===== src/rtl/isa_pkg.sv =====
// Shared ISA definitions for the fetch/decode stage and the ALU datapath:
// instruction field layout, opcode encoding and the fetch/decode state set.
package isa_pkg;

   localparam int unsigned INS_W  = 19;
   localparam int unsigned OP_W   = 3;
   localparam int unsigned DATA_W = 8;

   localparam int unsigned OP_HI = 18;
   localparam int unsigned OP_LO = 16;
   localparam int unsigned A_HI  = 15;
   localparam int unsigned A_LO  = 8;
   localparam int unsigned B_HI  = 7;
   localparam int unsigned B_LO  = 0;

   typedef enum logic [OP_W-1:0] {
      OP_ADD,
      OP_SUB,
      OP_AND,
      OP_OR,
      OP_XOR,
      OP_SHL,
      OP_SHR,
      OP_PASS
   } op_t;

   typedef enum logic [1:0] {
      FETCH,
      ISSUE,
      WAIT,
      HALT
   } fd_state_t;

endpackage


===== src/rtl/fetch_decode_if.sv =====
// ROM read port plus decoded-field valid/ready channel between fetch_decode
// (master) and its ROM / downstream ALU (slave).
interface fetch_decode_if #(
   parameter int unsigned ADDR_W = 5
) ();
   import isa_pkg::*;

   logic [ADDR_W-1:0] rom_addr;
   logic [INS_W-1:0]  rom_data;
   logic [OP_W-1:0]   out_op;
   logic [DATA_W-1:0] out_a;
   logic [DATA_W-1:0] out_b;
   logic [INS_W-1:0]  out_ins;
   logic              out_valid;
   logic              out_ready;

   modport master (
      output rom_addr, out_op, out_a, out_b, out_ins, out_valid,
      input  rom_data, out_ready
   );

   modport slave (
      input  rom_addr, out_op, out_a, out_b, out_ins, out_valid,
      output rom_data, out_ready
   );

endinterface


===== src/rtl/fetch_decode_pc.sv =====
// Program counter for fetch_decode: synchronous clear, increment, and explicit
// wrap to zero after LAST_ADDR.
module pc_counter #(
   parameter int unsigned ADDR_W    = 5,
   parameter int unsigned LAST_ADDR = 31
) (
   input  logic              clk,
   input  logic              reset,
   input  logic              inc,
   output logic [ADDR_W-1:0] pc
);

   localparam logic [ADDR_W-1:0] LastPc = ADDR_W'(LAST_ADDR);

   logic [ADDR_W-1:0] pc_q, pc_d;

   always_comb begin
      pc_d = pc_q;
      if (inc) begin
         pc_d = (pc_q == LastPc) ? '0 : pc_q + ADDR_W'(1);
      end
   end

   always_ff @(posedge clk) begin
      if (!reset) begin
         pc_q <= '0;
      end else begin
         pc_q <= pc_d;
      end
   end

   assign pc = pc_q;

endmodule


===== src/rtl/fetch_decode.sv =====
// Fetch/decode stage: walks the PC over the ROM and issues decoded fields over
// valid/ready. Define FETCH_CNT_EN to add the 16-bit issued_cnt port.
module fetch_decode
   import isa_pkg::*;
#(
   parameter int unsigned ADDR_W    = 5,
   parameter int unsigned LAST_ADDR = 31,
   parameter bit          WRAP      = 1'b0
) (
   input  logic           clk,
   input  logic           reset,
   input  logic           m,
   input  logic           step,
   fetch_decode_if.master bus,
   output logic           halted
`ifdef FETCH_CNT_EN
   ,
   output logic [15:0]    issued_cnt
`endif
);

   localparam logic [ADDR_W-1:0] LastPc = ADDR_W'(LAST_ADDR);

   fd_state_t         state_q, state_d;
   logic [INS_W-1:0]  ins_q, ins_d;
   logic [ADDR_W-1:0] pc;
   logic              pc_inc;
   logic              handshake;

   pc_counter #(
      .ADDR_W    (ADDR_W),
      .LAST_ADDR (LAST_ADDR)
   ) u_pc (
      .clk   (clk),
      .reset (reset),
      .inc   (pc_inc),
      .pc    (pc)
   );

   assign handshake = (state_q == ISSUE) && bus.out_ready;

   always_comb begin
      state_d = state_q;
      ins_d   = ins_q;
      pc_inc  = 1'b0;
      unique case (state_q)
         FETCH: begin
            ins_d   = bus.rom_data;
            state_d = ISSUE;
         end
         ISSUE: begin
            if (bus.out_ready) begin
               if ((pc == LastPc) && !WRAP) begin
                  state_d = HALT;
               end else begin
                  pc_inc  = 1'b1;
                  state_d = m ? FETCH : WAIT;
               end
            end
         end
         WAIT: begin
            // Switching to run mode releases the wait without a step pulse.
            if (m || step) begin
               state_d = FETCH;
            end
         end
         HALT: state_d = HALT;
         default: state_d = FETCH;
      endcase
   end

   always_ff @(posedge clk) begin
      if (!reset) begin
         state_q <= FETCH;
         ins_q   <= '0;
      end else begin
         state_q <= state_d;
         ins_q   <= ins_d;
      end
   end

   assign bus.rom_addr  = pc;
   assign bus.out_ins   = ins_q;
   assign bus.out_op    = ins_q[OP_HI:OP_LO];
   assign bus.out_a     = ins_q[A_HI:A_LO];
   assign bus.out_b     = ins_q[B_HI:B_LO];
   assign bus.out_valid = (state_q == ISSUE);
   assign halted        = (state_q == HALT);

`ifdef FETCH_CNT_EN
   logic [15:0] cnt_q, cnt_d;

   assign cnt_d = handshake ? cnt_q + 16'd1 : cnt_q;

   always_ff @(posedge clk) begin
      if (!reset) begin
         cnt_q <= '0;
      end else begin
         cnt_q <= cnt_d;
      end
   end

   assign issued_cnt = cnt_q;
`else
   logic unused_handshake;
   assign unused_handshake = handshake;
`endif

endmodule

===== src/flat_wrapper.sv =====
// flat-port wrapper written by rule: the top's interface ports become plain ports
module fetch_decode_flat import isa_pkg::*;
#(
   parameter int unsigned ADDR_W    = 5,
   parameter int unsigned LAST_ADDR = 31,
   parameter bit          WRAP      = 1'b0
)
  (clk, reset, m, step, halted, bus_rom_addr, bus_out_op, bus_out_a, bus_out_b, bus_out_ins, bus_out_valid, bus_rom_data, bus_out_ready);
  fetch_decode_if #(.ADDR_W(ADDR_W)) bus_i ();
  input  logic clk;
  input  logic reset;
  input  logic m;
  input  logic step;
  output logic halted;
  output wire logic [$bits(bus_i.rom_addr)-1:0] bus_rom_addr;
  output wire logic [$bits(bus_i.out_op)-1:0] bus_out_op;
  output wire logic [$bits(bus_i.out_a)-1:0] bus_out_a;
  output wire logic [$bits(bus_i.out_b)-1:0] bus_out_b;
  output wire logic [$bits(bus_i.out_ins)-1:0] bus_out_ins;
  output wire logic [$bits(bus_i.out_valid)-1:0] bus_out_valid;
  input wire logic [$bits(bus_i.rom_data)-1:0] bus_rom_data;
  input wire logic [$bits(bus_i.out_ready)-1:0] bus_out_ready;
  assign bus_rom_addr = bus_i.rom_addr;
  assign bus_out_op = bus_i.out_op;
  assign bus_out_a = bus_i.out_a;
  assign bus_out_b = bus_i.out_b;
  assign bus_out_ins = bus_i.out_ins;
  assign bus_out_valid = bus_i.out_valid;
  assign bus_i.rom_data = bus_rom_data;
  assign bus_i.out_ready = bus_out_ready;
  fetch_decode #(.ADDR_W(ADDR_W), .LAST_ADDR(LAST_ADDR), .WRAP(WRAP)) u_core (.clk(clk), .reset(reset), .m(m), .step(step), .bus(bus_i), .halted(halted));
endmodule

===== config.mk =====
export PLATFORM = sky130hd
export DESIGN_NAME = fetch_decode_flat
export DESIGN_NICKNAME = d
export VERILOG_FILES = /design/src/rtl/isa_pkg.sv /design/src/rtl/fetch_decode_if.sv /design/src/rtl/fetch_decode_pc.sv /design/src/rtl/fetch_decode.sv /design/src/flat_wrapper.sv
export SDC_FILE = /design/constraint.sdc
export NUM_CORES = 1
export LEC_CHECK = 0
export CORE_MARGIN = 2
export CORE_UTILIZATION = 33
export DETAILED_ROUTE_END_ITERATION = 10
export PLACE_DENSITY = 0.75
export REMOVE_ABC_BUFFERS = 1
export SYNTH_ARGS = -nofsm -noshare
export SYNTH_HDL_FRONTEND = slang
export SYNTH_HIERARCHICAL = 1
export SYNTH_SLANG_ARGS = --single-unit

===== constraint.sdc =====
create_clock -name clk -period 1.6 [get_ports clk]
set_input_delay 0.24 -clock clk [delete_from_list [all_inputs] [get_ports clk]]
set_output_delay 0.24 -clock clk [all_outputs]
set_load 0.005 [all_outputs]

# After elaboration in Yosys (flattened, before gate mapping)
# Cells that the tools add are included.
# Widths: inputs -> output; s select.
# totals
register_bits,26
in_bits,24
out_inout_bits,45
elab_cells,22
# classes
n_addsub,1
eq_ne,6
mux,9
n_reduce_logical,3
# ops
operator,count
$mux 2,4
$pmux 2 s4,1
$add 5x1->5 const B,1
$eq 5x5->1 const B,1
$mux 5,1
$eq 2x2->1 const B,2
$ne 2x1->1 const B,2
$mux 1,3
$eq 2x1->1 const B,1
$logic_not 2->1,1
$reduce_and 2->1,1
$logic_or 1x1->1,1

# Depth between registers and ports, before layout
# depth
word_depth,4
ltp_mapped,6
ltp_nobuf,6

# Cells and area by module
# Netlist, hierarchy kept.
# by_module_without_submodules
module,n_inst,cells_each,area_per_inst_um2,seq_area_each_um2
fetch_decode,1,117,918.4,420.4
pc_counter,1,25,244.0,100.1

# Worst setup path before layout
# Ideal clock, no wire load.
# synth_path
kind,reg-to-reg
from,"register u_core.u_pc.pc_q[2], in the netlist u_core/u_pc/pc[2]"
to,"register u_core.u_pc.pc_q[3], in the netlist u_core/u_pc/pc[3]"
setup_time_ns,0.070
arrival_ns,1.775
required_time_ns,1.530
path_slack_ns,-0.245
stages_incl_launch_ff,7
path_buffers,0
period_less_slack_ns,1.845
path_cell_list,dfxtp_1 and3_1 a31oi_1 nor2b_1 inv_2 or4_1 a21boi_1
# synth_between
elab_chain_len,4
elab_cells_between_ends,6
cone_classes,1 x add/sub; 1 x eq/ne; 4 x mux
# synth_rtl
item,line_no,source
from (decl),fetch_decode_pc.sv:15,"logic [ADDR_W-1:0] pc_q, pc_d;"
from (signal assigned),fetch_decode_pc.sv:28,pc_q <= pc_d;
$eq 5x5->1,fetch_decode.sv:53,if ((pc == LastPc) && !WRAP) begin
$mux 1,fetch_decode.sv:53,
$mux 1,fetch_decode.sv:52,if (bus.out_ready) begin
$mux 1,fetch_decode.sv:46,unique case (state_q)
via u_core.pc_inc,fetch_decode.sv:27,logic pc_inc;
# The timed path passes the listed nets, and every way through them passes these cells.
# A chain may end at the register's enable or synchronous reset.

# Worst setup path in the final report
# layout_path
from,"register u_core.u_pc.pc_q[0], in the netlist u_core/u_pc/pc[0]"
to,"register u_core.u_pc.pc_q[3], in the netlist u_core/u_pc/pc[3]"
# layout_between
elab_chain_len,4
elab_cells_between_ends,6
cone_classes,1 x add/sub; 1 x eq/ne; 4 x mux
# layout_rtl
item
"parallel branches: the longest is 4 deep, another holds $add 5x1->5"
# Several ways; the timed one is not identified.

==> results.toml <==
[setup_path]
worst_path_max_delay_cell = "or4_1"
crit_path_max_incr_delay_ps = 470
worst_path_dominant_cell_family = "simple AND/OR/NAND/NOR gates"
cp_cell_sequence = "ha_2 -> and3_1 -> ha_2 -> or4_1 -> a21boi_1"
worst-endpoint-required_ps = 1850
critPathKind = "register to register"
critPathLaunchType = "register"
timing.critical_path.arrival_ps = 1820
rrSetupSlack_ps = 30
critPathBufInv = 0
most_numerous_cell_on_the_critical_path = "ha_2"
cp-end-kind = "register"
critPathMaxFanout = 4

[logic_synthesis]
asyncSetResetFlopFracSynth_pct = 0
synth_top_cell_by_area = "dfxtp_1"
synth.top_cells.by_count = "nand2_1, dfxtp_1, a21oi_1, buf_4, nor2b_1"
mappedNetlistArea_sq_um = 1162
synth_largest_type_area_fraction_pct = 44.78
synthMostInstantiatedCell = "nand2_1"
number_of_enable_type_register_cells_in_the_synthesized_netlist = 0
synthesis.yosys.warnings = 6
ys.flop_type = "dfxtp_1"
post_synth.cell_area_avg_sq_um = 8.186
netlist-cell-type-count = 24
ys_top_cells_by_area = "dfxtp_1, buf_4, nand2_1, a21oi_1, nor2b_1"
seq_area_frac_synth_pct = 44.78
synth_cells = 142
synth-seq-cells = 26

[power_and_ir_drop]
static-leakage-power_nw = 0.7536
cellPowerDensity_nw_per_um2 = 689.3
vdd_ir_drop_max_mv = 0.3410

[detailed_routing]
router_iterations_before_antenna_repair = 4
detailroute.via_count = 1115
vias_per_cell = 4.442
wl_mm = 2.864
detailedRoute.firstIterationViolations = 8
antenna_left = 0
wire_per_inst_microns = 11.41
post-route-drc-count = 0

[finish]
post-route-util_pct = 57.18
n_antenna_cell = 0
post_layout_nonfiller_instances = 251
area_delta_synth_final_pct = 65.45
layout-drive-gt1-share_pct = 16.59
nets = 233
final.fill_count = 342

[placed_design]
dpl.hpwl_mm = 2.009
place_inst = 244
gp_congestion = 0.7228
io_buffers = 68

[cts]
clock_tree_from_tritoncts = "done"
htree_num_levels = 1
clock-sinks = 26
cts_inserted_buffers = 3
worst_setup_hold_path_clk_slew_ps = 130
cts.hold.buffers_added = 0
clkLatencyLatePin_ps = 310
clock_tree.buffer_depth = 2
clock_root_buffer = "clkbuf_4"

[sta]
timing.slew.headroom_pct = 57.29
tightestPinTransition_ps = 640.7
min_period_ps = 1570
finalSetupViolCount = 0
final-max-slew-violation-count = 0
post-route-period-util_pct = 98.14
setup_tns_ps = 0
clock-skew-final_ps = 5.189
grt_setup_unrepaired = "true"
max_freq_mhz = 636.9
timing.final.hold_violations = 0

[global_routing]
antenna_found_initial = 0
globalRouteOverflowTotal = 0
vias_in_the_first_global_route = 1063
grt_first_pass_wirelength_mm = 4.767
grt_start_max_net_pins = 20
grt.total_usage_pct = 14.75

[flow_run]
maxCapViolCount = 0

[min_path]
hold_class = "input pin to register"

[floorplan]
die_w_microns = 63.35
boundaryPins = 69
std_cell_rows = 21
core-area_sq_um = 3363
area_enclosed_by_the_die_boundary_sq_um = 4013
initial_utilization_pct = 34.56
floorplan.die.height_microns = 63.35

[status]
status = "finished clean"
per-stage QoR:
step	instance area (sq um)	power [W]	setup slack [ps]	hold slack, ps
after global placement	1814	0.001060	-105.9	455.5
after global routing	1923	0.001408	-16.98	455.1
after detailed placement	1814	0.001065	-158.0	463.0
after floorplan	985.9	0.0008245	-244.8	347.3
after CTS	1883	0.001344	7.909	444.9
final	1923	0.001326	29.83	461.1
per-layer routing:
metal | vias up | wire length, microns | GRT usage (%)
li1 | 575 | - | -
met1 | 503 | 1191 | 16.26
met2 | 35 | 1482 | 27.24
met3 | 2 | 172 | 3.750
met4 | 0 | 18 | 4.891
met5 | - | 0 | 0
logic make-up (layout without fill, tap and decap cells):
group	after synthesis	count (layout)	share of synthesized area, %
and+or+nand+nor	55	55	21.42
AOI/OAI and AO/OA	30	30	13.78
DFF	26	26	44.78
adders and majority gates	2	2	2.153
muxes	2	2	1.722
buffers and inverters	27	90	16.15
final cells by class:
class,count,area [sq um],area share [%]
clock buffer,3,22.52,1.171
multi-input combinational,89,499.2,25.96
tap,46,57.56,2.993
sequential,26,530.5,27.59
inverter,3,11.26,0.5856
timing repair buffer,84,802.0,41.70
worst paths after layout:
path                                                           end  cells past startpoint                          startpoint
worst min-delay path            u_core/bus.out_ins[4]$_SDFFE_PN0N_                      3                     bus_rom_data[4]
worst max-delay path                u_core/u_pc/pc[3]$_SDFFE_PN0P_                      5      u_core/u_pc/pc[0]$_SDFFE_PN0P_
worst max register to register      u_core/u_pc/pc[3]$_SDFFE_PN0P_                      5      u_core/u_pc/pc[0]$_SDFFE_PN0P_
worst min register to register  u_core/bus.out_ins[0]$_SDFFE_PN0N_                      2  u_core/bus.out_ins[0]$_SDFFE_PN0N_
worst min-delay path, stage by stage:
cell,delay (ps)
clkdlybuf4s50_1,390
nand2_1,50
a21oi_1,50
timing repair:
item	CTS	global route
resized for setup	10	9
endpoints found under the hold margin	0	0
pin swaps	3	1
setup endpoints to repair	5	3
setup buffers	4	0
cells in the final DEF, fill, tap and decap left out, types with 2 or more instances in the layout:
master	instances
o21ai_0	4
clkdlybuf4s50_1	66
ha_2	2
clkbuf_4	3
and3_1	2
dfxtp_2	5
inv_1	2
a21oi_1	21
buf_4	15
mux2i_1	2
a31oi_2	2
nand2_1	39
dfxtp_1	20
nor2b_1	5
dlygate4sd2_1	2
sequential cells by signal, indices dropped and copies added, names as in the netlist:
register	count
u_core/state_q	2
u_core/bus.out_ins	19
u_core/u_pc/pc	5
report_power, final:
group | switching (W) | internal [W] | total, W
clock network | 0.000176 | 0.0000879 | 0.000264
registers | 0.0000322 | 0.000688 | 0.000720
logic | 0.000118 | 0.000223 | 0.000341
total | 0.000326 | 0.00100 | 0.00133
(Power assumes the default switching activity.)
==> variant (same flow settings) <==
`WRAP` is set to 1'b0 in 2 places; all go to 1'b1.
--- a/src/rtl/fetch_decode.sv
+++ b/src/rtl/fetch_decode.sv
@@ -7,3 +7,3 @@
    parameter int unsigned LAST_ADDR = 31,
-   parameter bit          WRAP      = 1'b0
+   parameter bit          WRAP      = 1'b1
 ) (
--- a/src/flat_wrapper.sv
+++ b/src/flat_wrapper.sv
@@ -5,3 +5,3 @@
    parameter int unsigned LAST_ADDR = 31,
-   parameter bit          WRAP      = 1'b0
+   parameter bit          WRAP      = 1'b1
 )
Formal check against the unedited RTL: no difference found for any inputs over 10 cycles, from zero or initial values and one cycle with reset low; that may be too few to reach the edited logic, so the function may still have changed.
==> variant against the original RTL <==
- hold slack better by 37 ps
- synthesized area rose by 12%
- final area grew 3.5%
- setup slack gained 47 ps
- sequential cell count unchanged
- maximum frequency increased by 3.1%
- largest cell class unchanged
- wire length rose by 8.8%
- power rose by 29%
- non-clock buffer count down 7
==> variant: results (changes against the original RTL) <==
metric	value	unit	change
max_stage_delay	420	ps	-50 ps
grt_usage	14.0	%	-0.73 points
fin_worst_skew	1.17	ps	-4.02 ps
slew_headroom	80.0	%	+23 points
syn_area_per_cell	10.3	um2	+26%
hp-class	flip-flop to flip-flop		
synth_area_leaders	dfxtp_1, mux2i_1, nor2b_1		
dp_cells	227		-7.0%
leakagePower	0.852	nW	+13%
grt_pass1_wl	4760	um	-0.13%
hold_start	u_core/state_q[0]		
critPathMaxFanout	3		-1
status	complete, no violations		
clkLatencyLatePin	260	ps	-50 ps
ys_warn_count	6		unchanged
cts.clk_slew.worst_paths	80	ps	-50 ps
drive_above_1_share	10.9	%	-5.7 points
r2r_cells	5		unchanged
port_buffers	68		unchanged
synth_ff_type	dfxtp_1		
async_reset_ff_share	0	%	unchanged
nets	216		-7.3%
grt_max_degree	20		unchanged
grt_pass1_vias	1032		-2.9%
drt_iter0_drc	20		+12
routed_wl	3120	um	+8.8%
cp.arrival	1720	ps	-100 ps
synth_cell_types	22		-8.3%
avgRoutedWirePerCell	13.5	um	+18%
holdPathStages	2		-1
yosysSeqAreaShare	40.1	%	-4.7 points
rows	22		+4.8%
worst_ir_drop_vdd	704	uV	+110%
root_buffer	clkbuf_8		
n_fill_cell	344		+0.58%
synthTopCellsByCount	dfxtp_1, nor2b_1, mux2i_1, buf_4, ha_1		
hpwlAfterDp	2550	um	+27%
h-tree-depth	1		unchanged
diodes	0		unchanged
gp_congestion	0.787		+8.9%
slowest_stage	or4_4		
routed-via-count	1025		-8.1%
==> variant: changes by cell type after synthesis, moves of 2 or more <==
cell / unedited run / this run
a21oi_1: 21 / 3
a31oi_1: 3 / 1
buf_4: 21 / 19
ha_1: 2 / 7
mux2i_1: 2 / 23
nand2_1: 39 / 2
nor2b_1: 6 / 25
==> variant: worst paths after layout <==
check / endpoint / slack [ps]
max: u_core/u_pc/pc[3] / 80
min: u_core/state_q[0] / 500
max reg2reg: u_core/u_pc/pc[3] / 80
min reg2reg: u_core/state_q[0] / 500
==> variant: timing repair <==
action,CTS,global route
resized for setup,7,3
pin swaps,2,0
setup endpoints to repair,3,1
setup buffers,1,0
==> variant: final cells by class <==
type	instances	area, um2	area share (%)
repair buffers	77	758	38.1
inverters	4	15.0	0.754
clock buffers	3	41.3	2.07
flip-flops and latches	26	524	26.3
well taps	48	60.1	3.02
multi-input cells	73	592	29.7
==> variant: stage by stage <==
stage	utilization (%)	worst slack [ps]	setup TNS (ps)	cell area, um2	power [mW]
after CTS	53.4	42.7	0	1980	1.75
final	53.6	77.0	0	1990	1.71
after global placement	52.0	-3.34	-3.34	1930	1.36
after detailed placement	52.0	-95.0	-95.0	1930	1.38
after floorplan	-	8.08	0	1120	1.00
after global routing	53.6	1.02	0	1990	1.81
==> variant: layer usage <==
metal / global-route usage, % / vias up / share of wire [%]
li1: - / 517 / -
met1: 14.9 / 474 / 37
met3: 2.20 / 2 / 4.5
met5: 0 / - / 0
met2: 28.1 / 32 / 58
met4: 3.57 / 0 / 0.77
==> variant: worst max-delay path: cells and delay by family, from the launching register on <==
family	cells	cell delay, ps
compound gates	1	150
fa+ha+maj	2	380
simple gates	2	600
flops	1	330
==> variant: kinds of logic after synthesis <==
| logic type | after synthesis | synth area share, % |
|---|---|---|
| and+or+nand+nor | 35 | 17.0 |
| buffers and inverters | 27 | 15.1 |
| DFF | 26 | 40.1 |
| muxes | 23 | 17.7 |
| AOI/OAI and AO/OA | 8 | 3.37 |
| adders and majority gates | 7 | 6.74 |
==> variant: where the power goes <==
part	internal, mW	switching, mW	total, mW
Clock	0.168	0.185	0.353
Combinational	0.388	0.208	0.596
Sequential	0.714	0.0494	0.763
